--- src/rtl/fetch_queue_pkg.sv ---
// Shared constants for the instruction prefetch queue: default widths and the
// instruction presented to decode when nothing is buffered.
package fetch_queue_pkg;

    localparam int FQ_ADDR_WIDTH  = 32;
    localparam int FQ_INSTR_WIDTH = 32;
    localparam int FQ_WORD_BYTES  = 4;

    // addi x0, x0, 0
    localparam logic [31:0] FQ_NOP_INSTR = 32'h0000_0013;

    // Entry counters hold 0..depth inclusive.
    function automatic int fq_cnt_w(input int depth);
        return $clog2(depth + 1);
    endfunction

endpackage

--- src/rtl/fetch_queue_fifo.sv ---
// Synchronous circular FIFO with push/pop/clear and an occupancy count.
// Head data is read straight from storage, so it is available as soon as count>0.
module fq_fifo
    import fetch_queue_pkg::*;
#(
    parameter int WIDTH = 64,
    parameter int DEPTH = 4
) (
    input  logic                         clk,
    input  logic                         rst_n,
    input  logic                         push_i,
    input  logic [WIDTH-1:0]             data_i,
    input  logic                         pop_i,
    input  logic                         clear_i,
    output logic [WIDTH-1:0]             data_o,
    output logic [fq_cnt_w(DEPTH)-1:0]   count_o
);

    localparam int PW = $clog2(DEPTH);
    localparam int CW = fq_cnt_w(DEPTH);

    logic [WIDTH-1:0] mem_q [DEPTH];
    logic [PW-1:0]    wr_q, wr_d, rd_q, rd_d;
    logic [CW-1:0]    cnt_q, cnt_d;
    logic             empty, full, do_push, do_pop;

    assign empty   = (cnt_q == '0);
    assign full    = (cnt_q == CW'(DEPTH));
    assign do_pop  = pop_i && !empty;
    // A full FIFO still takes a push when the head leaves in the same cycle.
    assign do_push = push_i && (!full || do_pop);

    always_comb begin
        wr_d  = wr_q;
        rd_d  = rd_q;
        cnt_d = cnt_q;
        if (clear_i) begin
            wr_d  = '0;
            rd_d  = '0;
            cnt_d = '0;
        end else begin
            if (do_push) wr_d = wr_q + PW'(1);
            if (do_pop)  rd_d = rd_q + PW'(1);
            case ({do_push, do_pop})
                2'b10:   cnt_d = cnt_q + CW'(1);
                2'b01:   cnt_d = cnt_q - CW'(1);
                default: cnt_d = cnt_q;
            endcase
        end
    end

    always_ff @(posedge clk or negedge rst_n) begin
        if (!rst_n) begin
            wr_q  <= '0;
            rd_q  <= '0;
            cnt_q <= '0;
        end else begin
            wr_q  <= wr_d;
            rd_q  <= rd_d;
            cnt_q <= cnt_d;
        end
    end

    always_ff @(posedge clk) begin
        if (do_push && !clear_i) mem_q[wr_q] <= data_i;
    end

    assign data_o  = mem_q[rd_q];
    assign count_o = cnt_q;

endmodule

--- src/rtl/fetch_queue.sv ---
// Instruction prefetch queue: credit-limited sequential fetch, in-order response
// buffering with PCs, and redirect handling that discards stale in-flight data.
module fetch_queue
    import fetch_queue_pkg::*;
#(
    parameter int                    DEPTH       = 4,
    parameter int                    ADDR_WIDTH  = FQ_ADDR_WIDTH,
    parameter int                    INSTR_WIDTH = FQ_INSTR_WIDTH,
    parameter logic [ADDR_WIDTH-1:0] RESET_PC    = '0
) (
    input  logic                   clk,
    input  logic                   rst_n,
    input  logic                   Redirect_Valid,
    input  logic [ADDR_WIDTH-1:0]  Redirect_PC,
    input  logic                   Stall,
    output logic                   Imem_ReqValid,
    input  logic                   Imem_ReqReady,
    output logic [ADDR_WIDTH-1:0]  Imem_ReqAddr,
    input  logic                   Imem_RspValid,
    input  logic [INSTR_WIDTH-1:0] Imem_RspInstr,
    output logic                   FQ_Valid,
    output logic [ADDR_WIDTH-1:0]  FQ_PC,
    output logic [INSTR_WIDTH-1:0] FQ_Instr
);

    localparam int CW = fq_cnt_w(DEPTH);
    localparam int EW = ADDR_WIDTH + INSTR_WIDTH;

    logic [ADDR_WIDTH-1:0] fpc_q, fpc_d, rsp_pc_q, rsp_pc_d;
    logic [CW-1:0]         outst_q, outst_d, drop_q, drop_d, count;
    logic [CW:0]           inflight;
    logic                  credit_ok, req_fire, rsp_ret, rsp_keep, rsp_drop;
    logic                  push, pop, head_vld;
    logic [EW-1:0]         head;

    // Buffered plus outstanding never exceeds DEPTH, so every response has a slot.
    assign inflight  = {1'b0, count} + {1'b0, outst_q};
    assign credit_ok = inflight < (CW+1)'(DEPTH);

    assign Imem_ReqValid = rst_n && !Redirect_Valid && credit_ok;
    assign Imem_ReqAddr  = {fpc_q[ADDR_WIDTH-1:2], 2'b00};
    assign req_fire      = Imem_ReqValid && Imem_ReqReady;

    assign rsp_ret  = Imem_RspValid && (outst_q != '0);
    assign rsp_drop = rsp_ret && (drop_q != '0);
    assign rsp_keep = rsp_ret && (drop_q == '0) && !Redirect_Valid;

    assign head_vld = (count != '0);
    assign push     = rsp_keep;
    assign pop      = head_vld && !Stall && !Redirect_Valid;

    always_comb begin
        fpc_d    = fpc_q;
        rsp_pc_d = rsp_pc_q;
        outst_d  = outst_q;
        drop_d   = drop_q;
        if (Redirect_Valid) begin
            fpc_d    = Redirect_PC;
            rsp_pc_d = Redirect_PC;
            outst_d  = outst_q - CW'(rsp_ret);
            // Everything still in flight is stale; outst already includes
            // earlier drops, so it alone is the new drop count.
            drop_d   = outst_d;
        end else begin
            if (req_fire) fpc_d    = fpc_q + ADDR_WIDTH'(FQ_WORD_BYTES);
            if (rsp_keep) rsp_pc_d = rsp_pc_q + ADDR_WIDTH'(FQ_WORD_BYTES);
            if (rsp_drop) drop_d   = drop_q - CW'(1);
            outst_d = outst_q + CW'(req_fire) - CW'(rsp_ret);
        end
    end

    always_ff @(posedge clk or negedge rst_n) begin
        if (!rst_n) begin
            fpc_q    <= RESET_PC;
            rsp_pc_q <= RESET_PC;
            outst_q  <= '0;
            drop_q   <= '0;
        end else begin
            fpc_q    <= fpc_d;
            rsp_pc_q <= rsp_pc_d;
            outst_q  <= outst_d;
            drop_q   <= drop_d;
        end
    end

    fq_fifo #(
        .WIDTH (EW),
        .DEPTH (DEPTH)
    ) u_fifo (
        .clk     (clk),
        .rst_n   (rst_n),
        .push_i  (push),
        .data_i  ({rsp_pc_q, Imem_RspInstr}),
        .pop_i   (pop),
        .clear_i (Redirect_Valid),
        .data_o  (head),
        .count_o (count)
    );

    assign FQ_Valid = head_vld;
    assign FQ_PC    = head_vld ? head[EW-1:INSTR_WIDTH] : rsp_pc_q;
    assign FQ_Instr = head_vld ? head[INSTR_WIDTH-1:0] : INSTR_WIDTH'(FQ_NOP_INSTR);

endmodule
--- config.mk ---
export PLATFORM = sky130hd
export DESIGN_NAME = fetch_queue
export DESIGN_NICKNAME = d
export VERILOG_FILES = /design/src/rtl/fetch_queue_pkg.sv /design/src/rtl/fetch_queue_fifo.sv /design/src/rtl/fetch_queue.sv
export SDC_FILE = /design/constraint.sdc
export NUM_CORES = 1
export LEC_CHECK = 0
export CORE_UTILIZATION = 35
export DETAILED_ROUTE_END_ITERATION = 10
export MAX_ROUTING_LAYER = met4
export SETUP_SLACK_MARGIN = 0.2
export SYNTH_ARGS = -nofsm -noshare
export SYNTH_HDL_FRONTEND = slang
export SYNTH_SLANG_ARGS = --single-unit
--- constraint.sdc ---
create_clock -name clk -period 4.6 [get_ports clk]
set_input_delay 0.92 -clock clk [delete_from_list [all_inputs] [get_ports clk]]
set_output_delay 0.92 -clock clk [all_outputs]
set_load 0.005 [all_outputs]
==> results.toml <==
[setup_path]
reg2reg_to = "outst_q[2]"
rrSetupSlack_ps = 1490
worstSetupEndpointType = "output port"
critPathBufInv = 2
path_class = "reg -> out"
worstPathRequired_ps = 3680
crit-reg2reg-launch = "u_fifo.count_o[2]"
critPathMaxStageDelay_ps = 850
cpLargestDelayFamily = "buffers and inverters"
crit_chain = "buf_4 > mux4_2 > or2_2 > clkdlybuf4s50_1"
path_max_fanout = 31
cp_num_cells = 4
start_kind = "register"
arrival_ps = 3060
ff2ff_path_depth = 11
crit_path_top_delay_cell = "dfrtp_4"

[global_route]
grt_first_pass_wirelength_um = 52300
grt_overflow_total = 0
grtUsageTotal_pct = 16.9
grt_max_degree = 65
antenna_found_initial = 0
grt_pass1_vias = 8611

[cells_and_area]
drive_gt1_share_pct = 18.0
regArea_sq_mm = 0.00957
fill_cells = 3573
nets = 1163
multiInputGateArea_sq_mm = 0.00443
syn_to_final_growth_pct = 24.8

[sta]
relSlewSlack_pct = 40.5
setup_violations = 0
fin_crit_sh_pct = 86.5
finalClockSkew_ps = 19.4
tightest_slew_ps = 890
max_freq_mhz = 251
fin_crit_ps = 3980
rsz0062_at_grt = "false"
post-route-worst-setup-slack_ps = 623
fin_setup_tns_ps = 0
hold_violations = 0
maxSlewViolCount = 0

[synthesis]
yosysTopAreaCell = "edfxtp_1"
muxShareOfSynthArea_pct = 13.2
synthArstFlopShare_pct = 22.7
ys_ff_latch = 331
synth_area_sq_mm = 0.0143
yosysWarnings = 0
synth_cells = 899
ys_seq_area_share_pct = 67.0
synth_compound_area_share_pct = 4.05
synth_area_per_cell_sq_um = 15.9
synthAdderAreaFrac_pct = 1.51
synthDistinctLibCells = 61
synth_top_family_by_area = "multiplexers"
yosys-top-cells-area = "edfxtp_1 (54%), dfrtp_1 (13%), mux4_2 (10%), mux2_2 (3.1%), and2_1 (1.7%)"
synthTopCellsByCount = "edfxtp_1 (256), dfrtp_1 (75), mux4_2 (64), nand2_1 (61), mux2_2 (39)"
yosysMostFrequentCell = "edfxtp_1"
synth_ff_type = "edfxtp_1"
synth-simple-area-share_pct = 9.63
synth_edf_count = 256
synth-xor-area-share_pct = 2.45
yosysTopAreaCellShare_pct = 53.8

[placed_design]
gp_congestion = 0.812
post-dp-hpwl_um = 21800
preCtsSetupSlack_ps = 1070
portBuffers = 165

[route]
vias = 8449
dr.pass1.iters = 5
ant_nets = 0
via_per_inst = 5.18
wirelength_um = 33300
drtIter0Drc = 605
wl_per_cell_um = 20.4
route.detailed.drc = 0

[die]
die_w_um = 204
dieArea_sq_mm = 0.0416
initial_core_util_pct = 35.7
die-height_um = 204
num_rows = 73
ios = 168
core_sq_mm = 0.0400

[power_and_ir_drop]
peakVddDrop_uv = 219
cellPowerDensity_mw_per_mm2 = 435
p_leak_nw = 5.96

[cts]
cts_made_buffers = 37
cts_setup_buffers = 0
cts_tree = "built"
clkTransAtPathRegs_ps = 60
clk_latency_ps = 520
cts_max_path_buffers = 3
clock_sinks = 331
ctsResizeCount = 0
cts_max_level = 2
cts_root_buf = "clkbuf_16"
postCtsHoldBufs = 0

[status]
outcome = "finished clean"

[min_path]
min_path_type = "in -> async"

[flow_run]
maxCapViolCount = 0
-- worst max path at each step --
stage,slack [ps],to,from
6_report,620,FQ_Instr[1],u_fifo.rd_q[0]
5_1_grt,410,FQ_Instr[4],u_fifo.rd_q[0]
4_1_cts,520,FQ_Instr[1],u_fifo.rd_q[0]
3_5_place_dp,1070,FQ_Instr[1],u_fifo.rd_q[0]
3_3_place_gp,1070,FQ_Instr[1],u_fifo.rd_q[0]
2_1_floorplan,890,u_fifo.mem_q[0][0],Redirect_Valid
-- sequential cells by signal, summed over array words and instances, names as in the netlist --
register and count:
outst_q 3, rsp_pc_q 32, u_fifo.rd_q 2, u_fifo.count_o 3, fpc_q 30, u_fifo.wr_q 2, drop_q 3, u_fifo.mem_q 256
-- through the flow --
| step | instance area (sq um) | hold slack [ps] | utilization (%) | instances | power, mW |
|---|---|---|---|---|---|
| final | 17800 | 525 | 44.5 | 1632 | 7.75 |
| after global routing | 17800 | 552 | 44.5 | 1631 | 8.10 |
| after CTS | 17800 | 527 | 44.5 | 1631 | 7.86 |
| after detailed placement | 16600 | 550 | 41.5 | 1563 | 4.91 |
| after global placement | 16600 | 539 | 41.5 | 1563 | 4.90 |
| after floorplan | 14300 | 489 | - | 900 | 4.27 |
-- routing by layer --
metal / vias to the layer above / global-route usage (%) / wire, um
li1: 3851 / - / -
met1: 4267 / 25.1 / 15900
met2: 293 / 24.7 / 14800
met3: 38 / 2.77 / 2150
met4: 0 / 3.07 / 440
met5: - / - / 0
-- cell usage in the layout, fill, tap and decap left out, types with 12 or more instances in the layout --
cell type and n:
ha_1 14, nand2_1 61, clkbuf_16 37, mux4_2 64, o21ai_0 32, xnor2_1 16
nor2_1 22, xor2_1 24, o211ai_1 13, buf_4 14, inv_1 20, clkdlybuf4s50_1 163
nand4_1 34, mux2_2 39, dfrtp_1 73, and2_1 34, edfxtp_1 256, nand3_1 35
nor3_1 12
-- area by class of cell --
type | count | share of cell area [%]
diodes | 1 | 0.0140
clock buffers | 49 | 5.56
clock inverters | 19 | 1.26
inverters | 21 | 0.442
multi-input cells | 502 | 24.8
flip-flops and latches | 331 | 53.7
well taps | 525 | 3.69
repair buffers | 184 | 10.5
-- report_power, final --
| group | internal (mW) | switching [mW] | total (mW) |
|---|---|---|---|
| Combinational | 0.673 | 0.549 | 1.22 |
| Clock | 1.76 | 1.16 | 2.92 |
| Sequential | 3.41 | 0.209 | 3.62 |
| Total | 5.84 | 1.92 | 7.75 |
-- logic make-up (layout without fill, tap and decap cells) --
group | count (synthesis) | after routing
DFF | 331 | 331
muxes | 104 | 104
buffers and inverters | 67 | 273
and+or+nand+nor | 251 | 251
xor gates and xnor gates | 40 | 40
other | 1 | 3
adders and majority gates | 16 | 16
AOI/OAI and AO/OA | 89 | 89
(Power assumes the default switching activity.)
